`config.mk`:
```
export PLATFORM = sky130hd
export DESIGN_NAME = fifo_sync
export DESIGN_NICKNAME = d
export VERILOG_FILES = /design/src/rtl/fifo_pkg.sv /design/src/rtl/fifo_mem.sv /design/src/rtl/fifo_sync.sv
export SDC_FILE = /design/constraint.sdc
export NUM_CORES = 1
export LEC_CHECK = 0
export ABC_AREA = 1
export BUFFER_PORTS_ARGS = -buffer_cell sky130_fd_sc_hd__buf_2
export CAP_MARGIN = 20
export CORE_MARGIN = 2
export CORE_UTILIZATION = 25
export CTS_CLUSTER_SIZE = 30
export DETAILED_ROUTE_END_ITERATION = 7
export HOLD_SLACK_MARGIN = 0.05
export PLACE_DENSITY = 0.49
export SLEW_MARGIN = 20
export SYNTH_ARGS = -nofsm -noshare
export SYNTH_HDL_FRONTEND = slang
export SYNTH_SLANG_ARGS = --single-unit
```
`constraint.sdc`:
```
create_clock -name i_clk -period 2.05 [get_ports i_clk]
set_input_delay 0.1025 -clock i_clk [delete_from_list [all_inputs] [get_ports i_clk]]
set_output_delay 0.1025 -clock i_clk [all_outputs]
set_load 0.01 [all_outputs]
```
`src/rtl/fifo_pkg.sv`:
```
// fifo_pkg -- constants and helpers shared by the FIFO variants.
//
// Contents:
//   DEF_ALMOST_FULL_MARGIN : default distance below Depth at which the
//                            almost-full flag asserts (AlmostFull = Depth - 2)
//   DEF_ALMOST_EMPTY       : default occupancy at or below which the
//                            almost-empty flag asserts
//   fifo_aw()              : address width for a given depth; the occupancy
//                            counter is one bit wider so it can hold Depth
package fifo_pkg;

  localparam int DEF_ALMOST_FULL_MARGIN = 2;
  localparam int DEF_ALMOST_EMPTY       = 2;

  function automatic int fifo_aw(input int depth);
    return $clog2(depth);
  endfunction

endpackage : fifo_pkg

```
`src/rtl/fifo_mem.sv`:
```
// fifo_mem -- Depth x Width storage array for the FIFO family.
//
// Synchronous write and asynchronous (combinational) read. The array has no
// reset, so its contents survive both reset and flush.
//
// Ports:
//   i_clk     : clock, writes occur on its rising edge
//   i_wr_en   : write strobe (already qualified by the controller)
//   i_wr_addr : write address
//   i_wr_data : write data
//   i_rd_addr : read address
//   o_rd_data : entry at i_rd_addr, combinational
module fifo_mem
  import fifo_pkg::*;
#(
  parameter int Depth = 8,
  parameter int Width = 8
) (
  input  logic                       i_clk,
  input  logic                       i_wr_en,
  input  logic [fifo_aw(Depth)-1:0]  i_wr_addr,
  input  logic [Width-1:0]           i_wr_data,
  input  logic [fifo_aw(Depth)-1:0]  i_rd_addr,
  output logic [Width-1:0]           o_rd_data
);

  logic [Width-1:0] mem_q [Depth];

  // Storage write port; deliberately no reset so the array maps onto RAM.
  always_ff @(posedge i_clk) begin
    if (i_wr_en) begin
      mem_q[i_wr_addr] <= i_wr_data;
    end
  end

  assign o_rd_data = mem_q[i_rd_addr];

endmodule : fifo_mem

```
`src/rtl/fifo_sync.sv`:
```
// fifo_sync -- single-clock show-ahead FIFO controller.
//
// Depth must be a power of two and at least 2, so the pointers wrap simply by
// overflowing their natural width. Storage lives in fifo_mem.
//
// Optional build macro FIFO_SYNC_ERR_EN: when defined, o_overflow and
// o_underflow are sticky error flags; when undefined they are tied low and the
// sticky logic is not built.
//
// Ports:
//   i_clk          : clock, rising edge
//   i_rstn         : asynchronous active-low reset
//   i_clr          : synchronous flush, overrides read and write
//   i_wr_en        : write request
//   i_wr_data      : write data
//   i_rd_en        : read request (pop)
//   o_rd_data      : head-of-queue data, valid whenever not empty
//   o_full         : count == Depth
//   o_empty        : count == 0
//   o_almost_full  : count >= AlmostFull
//   o_almost_empty : count <= AlmostEmpty
//   o_count        : occupancy, 0..Depth
//   o_overflow     : sticky, write attempted while full
//   o_underflow    : sticky, read attempted while empty
module fifo_sync
  import fifo_pkg::*;
#(
  parameter int Depth       = 8,
  parameter int Width       = 8,
  parameter int AlmostFull  = Depth - DEF_ALMOST_FULL_MARGIN,
  parameter int AlmostEmpty = DEF_ALMOST_EMPTY
) (
  input  logic                     i_clk,
  input  logic                     i_rstn,
  input  logic                     i_clr,
  input  logic                     i_wr_en,
  input  logic [Width-1:0]         i_wr_data,
  input  logic                     i_rd_en,
  output logic [Width-1:0]         o_rd_data,
  output logic                     o_full,
  output logic                     o_empty,
  output logic                     o_almost_full,
  output logic                     o_almost_empty,
  output logic [fifo_aw(Depth):0]  o_count,
  output logic                     o_overflow,
  output logic                     o_underflow
);

  localparam int AW = fifo_aw(Depth);

  localparam logic [AW-1:0] PTR_ONE   = AW'(1);
  localparam logic [AW:0]   CNT_ONE   = (AW+1)'(1);
  localparam logic [AW:0]   CNT_DEPTH = (AW+1)'(Depth);
  localparam logic [AW:0]   CNT_AF    = (AW+1)'(AlmostFull);
  localparam logic [AW:0]   CNT_AE    = (AW+1)'(AlmostEmpty);

  logic [AW-1:0] wr_ptr_q, wr_ptr_d;
  logic [AW-1:0] rd_ptr_q, rd_ptr_d;
  logic [AW:0]   count_q,  count_d;
  logic          wr_accept;
  logic          rd_accept;

  // Flags are decoded from the registered count only.
  assign o_full         = (count_q == CNT_DEPTH);
  assign o_empty        = (count_q == '0);
  assign o_almost_full  = (count_q >= CNT_AF);
  assign o_almost_empty = (count_q <= CNT_AE);
  assign o_count        = count_q;

  // A flush swallows both requests. Gating the write with i_rstn keeps the
  // array untouched while reset is held.
  assign wr_accept = i_wr_en && !o_full  && !i_clr && i_rstn;
  assign rd_accept = i_rd_en && !o_empty && !i_clr;

  always_comb begin
    wr_ptr_d = wr_ptr_q;
    rd_ptr_d = rd_ptr_q;
    count_d  = count_q;
    if (i_clr) begin
      wr_ptr_d = '0;
      rd_ptr_d = '0;
      count_d  = '0;
    end else begin
      if (wr_accept) wr_ptr_d = wr_ptr_q + PTR_ONE;
      if (rd_accept) rd_ptr_d = rd_ptr_q + PTR_ONE;
      case ({wr_accept, rd_accept})
        2'b10:   count_d = count_q + CNT_ONE;
        2'b01:   count_d = count_q - CNT_ONE;
        default: count_d = count_q;
      endcase
    end
  end

  always_ff @(posedge i_clk or negedge i_rstn) begin
    if (!i_rstn) begin
      wr_ptr_q <= '0;
      rd_ptr_q <= '0;
      count_q  <= '0;
    end else begin
      wr_ptr_q <= wr_ptr_d;
      rd_ptr_q <= rd_ptr_d;
      count_q  <= count_d;
    end
  end

`ifdef FIFO_SYNC_ERR_EN
  logic ovf_q, ovf_d;
  logic unf_q, unf_d;

  // Error flags look at the raw requests against the registered status, so a
  // rejected request is recorded even when the other side was accepted.
  always_comb begin
    ovf_d = ovf_q;
    unf_d = unf_q;
    if (i_clr) begin
      ovf_d = 1'b0;
      unf_d = 1'b0;
    end else begin
      if (i_wr_en && o_full)  ovf_d = 1'b1;
      if (i_rd_en && o_empty) unf_d = 1'b1;
    end
  end

  always_ff @(posedge i_clk or negedge i_rstn) begin
    if (!i_rstn) begin
      ovf_q <= 1'b0;
      unf_q <= 1'b0;
    end else begin
      ovf_q <= ovf_d;
      unf_q <= unf_d;
    end
  end

  assign o_overflow  = ovf_q;
  assign o_underflow = unf_q;
`else
  assign o_overflow  = 1'b0;
  assign o_underflow = 1'b0;
`endif

  fifo_mem #(
    .Depth (Depth),
    .Width (Width)
  ) u_mem (
    .i_clk     (i_clk),
    .i_wr_en   (wr_accept),
    .i_wr_addr (wr_ptr_q),
    .i_wr_data (i_wr_data),
    .i_rd_addr (rd_ptr_q),
    .o_rd_data (o_rd_data)
  );

endmodule : fifo_sync

```
; ---- Word-level counts from Yosys, hierarchy flattened
; Memories as Yosys holds them, arrays and structs flattened.
; Index checks and enable logic that the tools add are counted.
; Widths: inputs -> output; s select.
[word_totals]
ramBits = 64
output_inout_bits = 18
ff_bits = 10
word_cells = 33
mem_count = 1
[memory_table]
columns = memory, words, word_bits, read_ports, rd_ports_with_merged_regs, write_ports, line
row1 = u_mem.mem_q, 8, 8, 1, 0, 1, fifo_mem.sv:27  ; logic [Width-1:0] mem_q [Depth];
[op_classes]
n_reduce_logical = 12
n_lt_le_gt_ge = 2
n_addsub = 4
mux = 8
eq_ne = 3
[ops]
columns = op, n
row1 = $mux 3, 4
row2 = $pmux 4 s2, 1
row3 = $add 3x1->3 const B, 2
row4 = $logic_and 1x1->1, 5
row5 = $add 4x1->4 const B, 1
row6 = $eq 4x4->1 const B, 1
row7 = $ge 4x3->1 const B, 1
row8 = $le 4x2->1 const B, 1
row9 = $logic_not 4->1, 1
row10 = $mux 4, 1
row11 = $reduce_bool 2->1, 2
row12 = $sub 4x1->4 const B, 1
row13 = $logic_not 1->1, 3
row14 = $reduce_bool 3->1, 1
row15 = $eq 2x1->1 const B, 1
row16 = $eq 2x2->1 const B, 1
row17 = $mux 1, 2

; ---- Depth between registers and ports, before layout
; Gate-level depths: netlist of the first run.
[logic_depth]
depth_word = 8
ltp_mapped = 13
mapped_depth_nobuf = 13

; ---- Modules after synthesis
; A second synthesis of the first run with hierarchy kept.
[unflattened]
hier_cells = 383
area_unflattened_um2 = 3613.5
[by_module_without_submodules]
columns = mod, n_inst, seq_area_each_um2, area_per_inst_um2, cells_each
row1 = fifo_mem, 1, 1921.8, 2890.3, 295
row2 = fifo_sync, 1, 250.2, 723.2, 88

; ---- Worst setup path before layout of the first run
; No wires, ideal clock.
[synth_timing]
kind = flip-flop to flip-flop
from = register count_q[3], in the netlist o_count[3]
to = register count_q[3], in the netlist o_count[3]
slack_ps = 205
setup_ps = 116
synth_period_minus_slack_ps = 1845
path_stages_with_launch = 14
n_path_buf = 0
t_arrival_ps = 1728
t_required_ps = 1934
path_cell_list = dfrtp_1 > inv_2 > nor2_4 > a21oi_2 > nor2_2 > ha_1 > nand3_1 > nand3_1 > nand2_1 > nand2_1 > nand2_1 > nand2_1 > nand2_1 > nand2_1
[synth_between]
elab_chain_cells = 8
word_cells_on_any_way = 16
cone_classes = 2 x add/sub / 3 x eq/ne / 2 x mux / 9 x reduce/logical
[synth_rtl]
columns = element, line
row1 = "start, declared", fifo_sync.sv:59  ; logic [AW:0] count_q, count_d;
row2 = "start signal, assigned", fifo_sync.sv:102  ; count_q <= count_d;
row3 = $eq 4x4->1, fifo_sync.sv:64  ; assign o_full = (count_q == CNT_DEPTH);
row4 = $logic_not 1->1, fifo_sync.sv:72  ; assign wr_accept = i_wr_en && !o_full && !i_clr && i_rstn;
row5 = $logic_and 1x1->1 (3 in a row), fifo_sync.sv:72
row6 = $eq 2x1->1 or $eq 2x2->1 (tied branches), fifo_sync.sv:86  ; case ({wr_accept, rd_accept})
row7 = $pmux 4 s2, fifo_sync.sv:86
row8 = $mux 4, fifo_sync.sv:79  ; if (i_clr) begin
; Several ways; a longest one is shown, not always the timed one.
; A chain may end at the register's enable or synchronous reset.

; ---- Final worst setup path of the first run
[layout_timing]
from = register rd_ptr_q[0]
to = output port o_rd_data[1]
[layout_between]
elab_chain_cells = 1
[layout_rtl]
columns = element, line
row1 = "start, declared", fifo_sync.sv:58  ; logic [AW-1:0] rd_ptr_q, rd_ptr_d;
row2 = "start signal, assigned", fifo_sync.sv:101  ; rd_ptr_q <= rd_ptr_d;
row3 = $mem_v2 8x8, -
row4 = "end, declared", fifo_sync.sv:39  ; output logic [Width-1:0] o_rd_data,
; Every way passes these cells.

==> results of run 1 <==
## state kept, by name, summed over array words and instances, names as in the netlist
signal / flops
wr_ptr_q: 3
o_count: 4
u_mem.mem_q: 64
rd_ptr_q: 3
## critical path: cells and delay by family (launching register included)
family                 cells  cell delay, ps
multiplexers               1             280
AO/OA/AOI/OAI              1             100
AND/OR/NAND/NOR            2             130
flip-flops                 1             410
buffers and inverters      2             540
## cell type report
type | instances | area (sq um) | share of cell area
tap | 172 | 215 | 0.0536
inverter | 16 | 65.1 | 0.0162
multi-input combinational | 169 | 963 | 0.240
timing repair buffer | 51 | 335 | 0.0835
clock buffer | 10 | 229 | 0.0570
sequential | 74 | 2180 | 0.542
clock inverter | 5 | 32.5 | 0.00810
## power by group through the flow
stage | registers, mW | logic, mW | clock network (mW)
6_report | 1.80 | 1.31 | 1.40
5_1_grt | 1.81 | 1.47 | 1.53
4_1_cts | 1.78 | 1.27 | 1.44
3_5_place_dp | 1.81 | 1.26 | 0
3_3_place_gp | 1.81 | 1.25 | 0
2_1_floorplan | 1.83 | 0.838 | 0
## per-stage QoR
| stage | total power, mW | cells | utilization | instance area (sq um) |
|---|---|---|---|---|
| finish | 4.50 | 497 | 0.318 | 4020 |
| global route | 4.81 | 497 | 0.318 | 4020 |
| CTS | 4.50 | 496 | 0.315 | 3970 |
| detailed placement | 3.07 | 477 | 0.291 | 3670 |
| global placement | 3.06 | 477 | 0.291 | 3670 |
| floorplan | 2.67 | 270 | - | 3240 |
## repair_timing
action | CTS | global route
buffers inserted | 0 | 1
setup endpoints to repair | 0 | 3
hold buffers | 4 | 0
gates resized for setup | 0 | 8
hold endpoints to repair | 34 | 0
## synthesized netlist by cell type
| master | instances |
|---|---|
| edfxtp_1 | 64 |
| nand2_1 | 57 |
| nor2_1 | 26 |
| o21ai_0 | 21 |
| o22ai_1 | 17 |
| mux2i_1 | 16 |
| inv_1 | 12 |
| dfrtp_1 | 10 |
| nand3_1 | 7 |
| buf_4 | 4 |
| clkbuf_1 | 4 |
| ha_1 | 4 |
| buf_2 | 3 |
| nand2_2 | 3 |
| nor2_4 | 3 |
| a21oi_1 | 2 |
| inv_2 | 2 |
| nand2_4 | 2 |
| nand3_2 | 2 |
| nor2_2 | 2 |
| a21oi_2 | 1 |
| clkinv_1 | 1 |
| clkinv_2 | 1 |
| conb_1 | 1 |
| fa_1 | 1 |
| nor3_1 | 1 |
| xnor2_1 | 1 |
| xor2_1 | 1 |
## path summary, 6_finish.rpt
kind                                         start                     endpoint
max reg2reg                 o_count[2]$_DFFE_PN0P_       o_count[3]$_DFFE_PN0P_
max                        rd_ptr_q[0]$_DFFE_PN0P_                 o_rd_data[1]
min in group asynchronous                   i_rstn       o_count[0]$_DFFE_PN0P_
min                                   i_wr_data[2]  u_mem.mem_q[6][2]$_DFFE_PP_
min reg2reg                wr_ptr_q[0]$_DFFE_PN0P_      wr_ptr_q[0]$_DFFE_PN0P_
max in group asynchronous                   i_rstn       o_count[3]$_DFFE_PN0P_
## per-layer routing
layer / share of wire / GRT usage / wire (um) / vias to the layer above
met5: 0 / 0 / 0 / -
met4: 0.0078 / 0.0407 / 55 / 0
met3: 0.051 / 0.0339 / 359 / 6
met2: 0.49 / 0.177 / 3440 / 50
met1: 0.46 / 0.137 / 3230 / 1002
li1: - / - / - / 1044
## cells by family (layout without fill, tap and decap cells)
kind of cell               after synthesis  in the layout
AOI/OAI and AO/OA                       41             41
xor gates and xnor gates                 2              2
adders and majority gates                5              5
buffers and inverters                   27             82
DFF                                     74             74
muxes                                   16             16
other                                    1              2
and+or+nand+nor                        103            103
==> impl_metrics.tcl, run 1 <==
set metrics [dict create \
    htreeDepth 3 \
    r2r_cells 13 \
    swShare 0.327 \
    internal_power_mw 3.03 \
    period_needed_ps 1910 \
    tritoncts "built" \
    finalSetupViolations 0 \
    outcome "finished clean" \
    grt_pass1_wl_um 11500 \
    setup_tns_ps 0 \
    gr-usage-all-layers 0.109 \
    skew_ps 6.08 \
    fmax_ghz 0.524 \
    die_height_um 118 \
    crit_top_cell "nand2_1" \
    whs_path_depth 1 \
    vdd_drop_max_v 0.000570 \
    hold_viol_final 0 \
    io-pin-count 31 \
    share_seq_of_total_power 0.399 \
    p_leak_nw 1.54 \
    cp_slowest_cell "dfrtp_1" \
    core_sq_mm 0.0126 \
    place_congestion 0.832 \
    synth-xor-area-share 0.00542 \
    cp-end-kind "output port" \
    synth-simple-area-share 0.142 \
    cp.required_ps 1950 \
    synthToLayoutAreaGrowth_pct 24.2 \
    synth_cells 269 \
    synth.area.mux_share 0.0495 \
    drv_slew 0 \
    hp-class "input port to flop" \
    initial_core_util 0.256 \
    drc_errors 0 \
    synth-adder-area-share 0.0217 \
    cts-root-buf "clkbuf_16" \
    worst_slack_ps 143 \
    yosys_warnings 0 \
    cp_data_arrival_time_ps 1800 \
    die_w_um 118 \
    drt.antenna.violating_nets 0 \
    cts_buffers 9 \
    critPathMaxStageDelay_ps 410 \
    syn_area_per_cell_sq_um 12.0 \
    final_common_cell "edfxtp_1" \
    worstSetupPathType "flop to output port" \
    wl_per_cell_um 14.3 \
    cts_buffer_depth 2 \
    port_buffers 28 \
    final_cell_mix "edfxtp_1, nand2_1, buf_2" \
    synth_top_area_frac 0.594 \
    antenna-diode-count 0 \
    clock_sinks 74 \
    drt_iter0_drc 176 \
    power.switching_mw 1.47 \
    die_area_sq_mm 0.0139 \
    rows 41 \
    cts.clk_slew.worst_paths_ps 60 \
    grt_max_degree 35 \
    synth_area_sq_mm 0.00323 \
    drive_gt1_frac 0.255 \
    grt-ovfl-total 0 \
    fin_crit_sh 0.930 \
    path_cells "buf_4, mux2i_1, o22ai_1, nand2_1, nand2_1, buf_2" \
    fin_nets 339 \
    cp_max_fo 29 \
    p_clk_frac 0.311 \
    clock_latency_ps 330 \
    ys_seq_elements 74 \
    drt-vias-per-instance 4.23 \
    drt-pass1-iter-count 5 \
    synth_top_cell_by_area "edfxtp_1" \
    cap_viol_max_count 0 \
    grt_pass1_vias 2123 \
    antenna_found_initial 0 \
    drt_wl_total_um 7090 \
    dp_hpwl_um 4600 \
    rsz0062_at_grt "no" \
    fill_cells 1334 \
    rrSetupSlack_ps 160 \
    power_density_mw_per_mm2 1120 \
    synth_top_family_by_area "simple AND/OR/NAND/NOR gates" \
    cp-start-kind "flop" \
    synth_top_cells_by_area "edfxtp_1, dfrtp_1, nand2_1" \
    fin_hold_ws_ps 53.8 \
    power_frac_comb 0.290 \
    routed-via-count 2102 \
    place_ws_ps 64.0 \
    synth_seq_area_share 0.672 \
    synth-compound-area-share 0.0712 \
    yosys.cell_types.count 28 \
]
(Power assumes the default switching activity.)
==> inputs of run 2 (changes only) <==
PLACE_DENSITY = 0.51   (was 0.49)
clock period = 1.6 ns   (was 2.05 ns; I/O delays follow)
==> run 2 against run 1 <==
  * The flow now finishes with violations (negative setup slack)
  * Combinational power up 69%
  * Setup slack got worse by 230 ps
  * Sequential share of layout area shrank 4.7 points
  * Critical path depth is 5 higher
  * Flip-flop and latch count stayed put
  * Sequential power is 27% higher
  * Critical path type is now flop to flop
  * Largest cell class unchanged
==> impl_metrics.tcl, run 2 (synthesis results as in run 1) <==
set metrics [dict create \
    outcome "complete, but fails checks" \
    violations "negative setup slack" \
    hp-class "input port to flop" \
    cp_slowest_cell "dfrtp_2" \
    io-pin-count 31 \
    share_seq_of_total_power 0.355 \
    cp-end-kind "flop" \
    core_sq_mm 0.0126 \
    cts_buffers 9 \
    rsz0062_at_grt "yes" \
    worst_slack_ps -89.2 \
    place_ws_ps -112 \
    initial_core_util 0.256 \
    path_delay_family "simple AND/OR/NAND/NOR gates" \
    drv_slew 0 \
    grt_pass1_wl_um 11700 \
    die_w_um 118 \
    dp_hpwl_um 4730 \
    vdd_drop_max_v 0.000766 \
    fin_crit_sh 1.06 \
    grt_pass1_vias 2192 \
    register_area_sq_mm 0.00218 \
    final_common_cell "edfxtp_1" \
    r2r_cells 11 \
    internal_power_mw 4.41 \
    finalSetupViolations 20 \
    antenna_found_initial 0 \
    final_cell_mix "edfxtp_1, nand2_1, buf_2" \
    cp.required_ps 1870 \
    drt_iter0_drc 180 \
    p_leak_nw 1.66 \
    worstSetupPathType "flop to flop" \
    crit_top_cell "nand2_1" \
    r2r_start "o_count[1]$_DFFE_PN0P_" \
    tritoncts "built" \
    drt-vias-per-instance 4.23 \
    largest_register_ffs 64 \
    synthToLayoutAreaGrowth_pct 36.0 \
    hold_viol_final 0 \
    power.switching_mw 2.06 \
    cp_max_fo 4 \
    rrSetupSlack_ps -90 \
    grt-ovfl-total 0 \
    power_frac_comb 0.341 \
    cp_data_arrival_time_ps 1960 \
    die_height_um 118 \
    path_cells "nor2_4, a21oi_4, nor2_4, ha_4, a21oi_2, nand3_1, nand2_1, nand2_1, nand2_1, nand2_1, nand2_1" \
    cp-endpoint "o_count[3]$_DFFE_PN0P_" \
    cp-start-kind "flop" \
    skew_ps 8.01 \
    min-delay-start "i_clr" \
    antenna-diode-count 0 \
    power_density_mw_per_mm2 1470 \
    cts_buffer_depth 2 \
    crit_start "o_count[1]$_DFFE_PN0P_" \
    drt_wl_total_um 7240 \
    rows 41 \
    top_register "u_mem.mem_q" \
    drt-pass1-iter-count 4 \
    critPathMaxStageDelay_ps 420 \
    port_buffers 28 \
    fill_cells 1294 \
    r2r-end "o_count[3]$_DFFE_PN0P_" \
    place_congestion 0.764 \
    cts.clk_slew.worst_paths_ps 60 \
    fin_nets 355 \
    swShare 0.318 \
    period_needed_ps 1690 \
    routed-via-count 2172 \
    fmax_ghz 0.592 \
    drc_errors 0 \
    path_depth 11 \
    critPathBufInv 0 \
    cts-root-buf "clkbuf_16" \
    drive_gt1_frac 0.336 \
    cap_viol_max_count 0 \
    htreeDepth 3 \
    wl_per_cell_um 14.1 \
    die_area_sq_mm 0.0139 \
    multiInputGateArea_sq_mm 0.00107 \
    grt_max_degree 33 \
    clock_latency_ps 330 \
    setup_tns_ps -526 \
    drt.antenna.violating_nets 0 \
    clock_sinks 74 \
    p_clk_frac 0.304 \
    gr-usage-all-layers 0.112 \
]
[run 2: cell count changes in the layout (fill, tap and decap cells not counted), sizes merged]
cell,before,now
buf,47,58
clkinv,7,5
inv,13,14
bufinv,0,1
dlygate4sd3,4,9
clkinvlp,1,2
[run 2: how the worst min path moves through the flow]
stage / slack, ps / endpoint / cells after the start
after floorplan: -220 / o_count[0]$_DFFE_PN0P_ / 0
after global placement: 30 / wr_ptr_q[0]$_DFFE_PN0P_ / 2
after detailed placement: 40 / wr_ptr_q[0]$_DFFE_PN0P_ / 2
after CTS: 50 / o_count[3]$_DFFE_PN0P_ / 4
after global routing: 80 / o_count[0]$_DFFE_PN0P_ / 4
final: 60 / o_count[3]$_DFFE_PN0P_ / 4
[run 2: per-layer routing]
layer,vias to the layer above,GRT usage,wire (um)
met5,-,0,0
met3,7,0.0383,322
met1,1039,0.143,3350
met2,43,0.176,3490
met4,0,0.0467,82
li1,1083,-,-
[run 2: power by group through the flow]
| stage | Combinational, mW | Sequential (mW) | Clock, mW |
|---|---|---|---|
| after global placement | 1.98 | 2.31 | 0 |
| final | 2.21 | 2.29 | 1.97 |
| after floorplan | 1.15 | 2.37 | 0 |
| after CTS | 2.11 | 2.28 | 2.03 |
| after global routing | 2.43 | 2.30 | 2.11 |
| after detailed placement | 2.01 | 2.31 | 0 |
[run 2: tightest hold or removal path: stages]
cell	delay, ps
buf_2	140
nor2_4	60
nand2_1	50
nand2_1	40
[run 2: cell type report]
class                      instances  share of cell area
multi-input combinational        169               0.243
timing repair buffer              67               0.131
clock inverter                     6              0.0154
tap                              172              0.0489
inverter                          16              0.0145
clock buffer                      10              0.0520
sequential                        74               0.495
[run 2: metrics by stage]
stage / hold slack [ps] / util / instances / area (sq um) / total power, mW
finish: 64.5 / 0.349 / 514 / 4400 / 6.47
global route: 81.8 / 0.349 / 514 / 4400 / 6.84
CTS: 53.9 / 0.341 / 512 / 4310 / 6.42
detailed placement: 36.7 / 0.306 / 485 / 3860 / 4.32
global placement: 34.6 / 0.306 / 485 / 3860 / 4.30
floorplan: -216 / - / 270 / 3310 / 3.52
[run 2: timing repair]
item                                    4_1_cts  5_1_grt
resized for setup                            16       21
hold buffers                                  9        0
buffers inserted                              1        2
hold endpoints to repair                     74        0
endpoints found under the setup margin       51       75
pin swaps                                    14       10
cloned                                        1        0
==> inputs of run 3 (changes only) <==
CORE_UTILIZATION = 53   (was 25)
PLACE_DENSITY = 0.84   (was 0.51)
SLEW_MARGIN = unset   (was 20)
TNS_END_PERCENT = 10   (was unset)
==> run 3 against run 2 <==
  * Routed wire length is 2.4% lower
  * Power is 10% lower
  * The run still ends with negative setup slack left
  * Non-clock buffer count is 2 higher
  * Highest routed layer unchanged
  * Critical endpoint unchanged
  * Count of clock-buffer cells in the layout is 1 lower
  * Clock power is 31% lower
  * Sequential power hardly changed
  * Setup slack worse by 20 ps
  * Die area is 51% lower
  * Global-route usage is 9.9 points higher
  * Clock skew is 3.9 ps higher
  * Flip-flop and latch count stayed put
==> impl_metrics.tcl, run 3 (synthesis results as in run 1) <==
set metrics [dict create \
    outcome "complete, but fails checks" \
    violations "negative setup slack" \
    power.switching_mw 1.92 \
    cts_buffer_depth 2 \
    cap_viol_max_count 0 \
    fin_hold_ws_ps 65.7 \
    rsz0062_at_grt "yes" \
    fmax_ghz 0.585 \
    cp-end-kind "flop" \
    antenna_found_initial 0 \
    fin_nets 357 \
    routed-via-count 2268 \
    initial_core_util 0.546 \
    critPathBufInv 0 \
    internal_power_mw 3.87 \
    r2r_start "o_count[1]$_DFFE_PN0P_" \
    rows 28 \
    io-pin-count 31 \
    finalPower_mw 5.79 \
    whs_path_depth 4 \
    dp_hpwl_um 4240 \
    largest_register_ffs 64 \
    synthToLayoutAreaGrowth_pct 28.5 \
    register_area_sq_mm 0.00218 \
    grt_pass1_vias 2174 \
    skew_ps 11.9 \
    die_area_sq_mm 0.00674 \
    drv_slew 0 \
    cp-start-kind "flop" \
    die_w_um 82.1 \
    power_density_mw_per_mm2 1390 \
    fin_crit_sh 1.07 \
    grt_pass1_wl_um 10300 \
    clock_sinks 74 \
    hold_viol_final 0 \
    cts.clk_slew.worst_paths_ps 70 \
    cts-root-buf "clkbuf_8" \
    path_delay_family "simple AND/OR/NAND/NOR gates" \
    clock_latency_ps 340 \
    p_clk_frac 0.233 \
    critPathMaxStageDelay_ps 420 \
    worst_slack_ps -110 \
    path_cells "nor2_4, a21oi_4, nor2_4, ha_4, nand3_4, nand3_2, nand2_1, nand2_1, nand2_1, nand2_1, nand2_1, nand2_1" \
    share_seq_of_total_power 0.397 \
    drc_errors 0 \
    antenna-diode-count 0 \
    final_cell_mix "edfxtp_1, nand2_1, buf_2" \
    grt_max_degree 35 \
    drt.antenna.violating_nets 0 \
    cp.required_ps 1830 \
    crit_top_cell "nand2_1" \
    drt-pass1-iter-count 4 \
    core_sq_mm 0.00592 \
    port_buffers 28 \
    multiInputGateArea_sq_mm 0.00109 \
    gr-usage-all-layers 0.212 \
    p_leak_nw 1.61 \
    swShare 0.332 \
    htreeDepth 3 \
    vdd_drop_max_v 0.00113 \
    fill_cells 402 \
    cp_data_arrival_time_ps 1940 \
    r2r_cells 12 \
    die_height_um 82.1 \
    cp_slowest_cell "dfrtp_2" \
    fin_cells 418 \
    place_ws_ps -111 \
    final_core_util 0.702 \
    hp-class "input port to flop" \
    place_congestion 0.830 \
    period_needed_ps 1710 \
    min-delay-start "i_clr" \
    path_depth 12 \
    top_register "u_mem.mem_q" \
    drive_gt1_frac 0.332 \
    final_common_cell "edfxtp_1" \
    grt-ovfl-total 0 \
    power_frac_comb 0.371 \
    worstSetupPathType "flop to flop" \
    finalSetupViolations 42 \
    drt-vias-per-instance 5.43 \
    crit_start "o_count[1]$_DFFE_PN0P_" \
    placedCellCount 392 \
    cts_buffers 9 \
    wl_per_cell_um 16.9 \
    drt_iter0_drc 209 \
    tritoncts "built" \
    drt_wl_total_um 7070 \
    cp_max_fo 4 \
]
-- run 3: cell types whose count changed in the layout (fill, tap and decap cells not counted), sizes merged --
cell and delta:
buf +1, clkinv +1, clkinvlp -1
-- run 3: worst reg2reg max path, delay by kind of cell, from the launching register on --
family	cells	cell delay [ps]
AND/OR/NAND/NOR	10	830
AO/OA/AOI/OAI	1	90
adder cells (fa/ha/maj)	1	260
flip-flops	1	420
-- run 3: metal layers --
metal | vias to the layer above | global-route usage | wire, um | share of wire
met4 | 0 | 0.0717 | 68 | 0.0096
met5 | - | 0 | 0 | 0
li1 | 1087 | - | - | -
met3 | 6 | 0.0457 | 437 | 0.062
met2 | 93 | 0.366 | 3800 | 0.54
met1 | 1082 | 0.265 | 2760 | 0.39
-- run 3: worst paths after layout --
kind                                      endpoint  slack (ps)
max in group asynchronous  rd_ptr_q[0]$_DFFE_PN0P_        1230
min                         o_count[1]$_DFFE_PN0P_          70
min in group asynchronous   o_count[1]$_DFFE_PN0P_         210
min reg2reg                 o_count[3]$_DFFE_PN0P_         670
max reg2reg                 o_count[3]$_DFFE_PN0P_        -110
max                         o_count[3]$_DFFE_PN0P_        -110
-- run 3: metrics by stage --
stage	area [sq um]	TNS [ps]
CTS	4070	-722
global placement	3730	-230
finish	4160	-1310
detailed placement	3730	-827
floorplan	3300	-4280
global route	4160	-3690
-- run 3: final cells by class --
type                       count  area share
multi-input combinational    169       0.262
inverter                      16      0.0148
clock buffer                   9      0.0298
timing repair buffer          69       0.132
clock inverter                 6      0.0142
tap                           75      0.0226
sequential                    74       0.524
-- run 3: power by group through the flow --
| stage | Clock, mW | Combinational [mW] | Sequential, mW |
|---|---|---|---|
| finish | 1.35 | 2.15 | 2.30 |
| floorplan | 0 | 1.15 | 2.37 |
| global placement | 0 | 1.88 | 2.31 |
| detailed placement | 0 | 1.92 | 2.31 |
| CTS | 1.36 | 2.00 | 2.29 |
| global route | 1.46 | 2.36 | 2.30 |
-- run 3: repair_timing --
action / 4_1_cts / 5_1_grt
setup buffers: 0 / 1
pin swaps: 10 / 7
resized for setup: 24 / 17
setup endpoints to repair: 55 / 75
hold buffers: 9 / 0
cloned: 1 / 1
endpoints found under the hold margin: 74 / 0
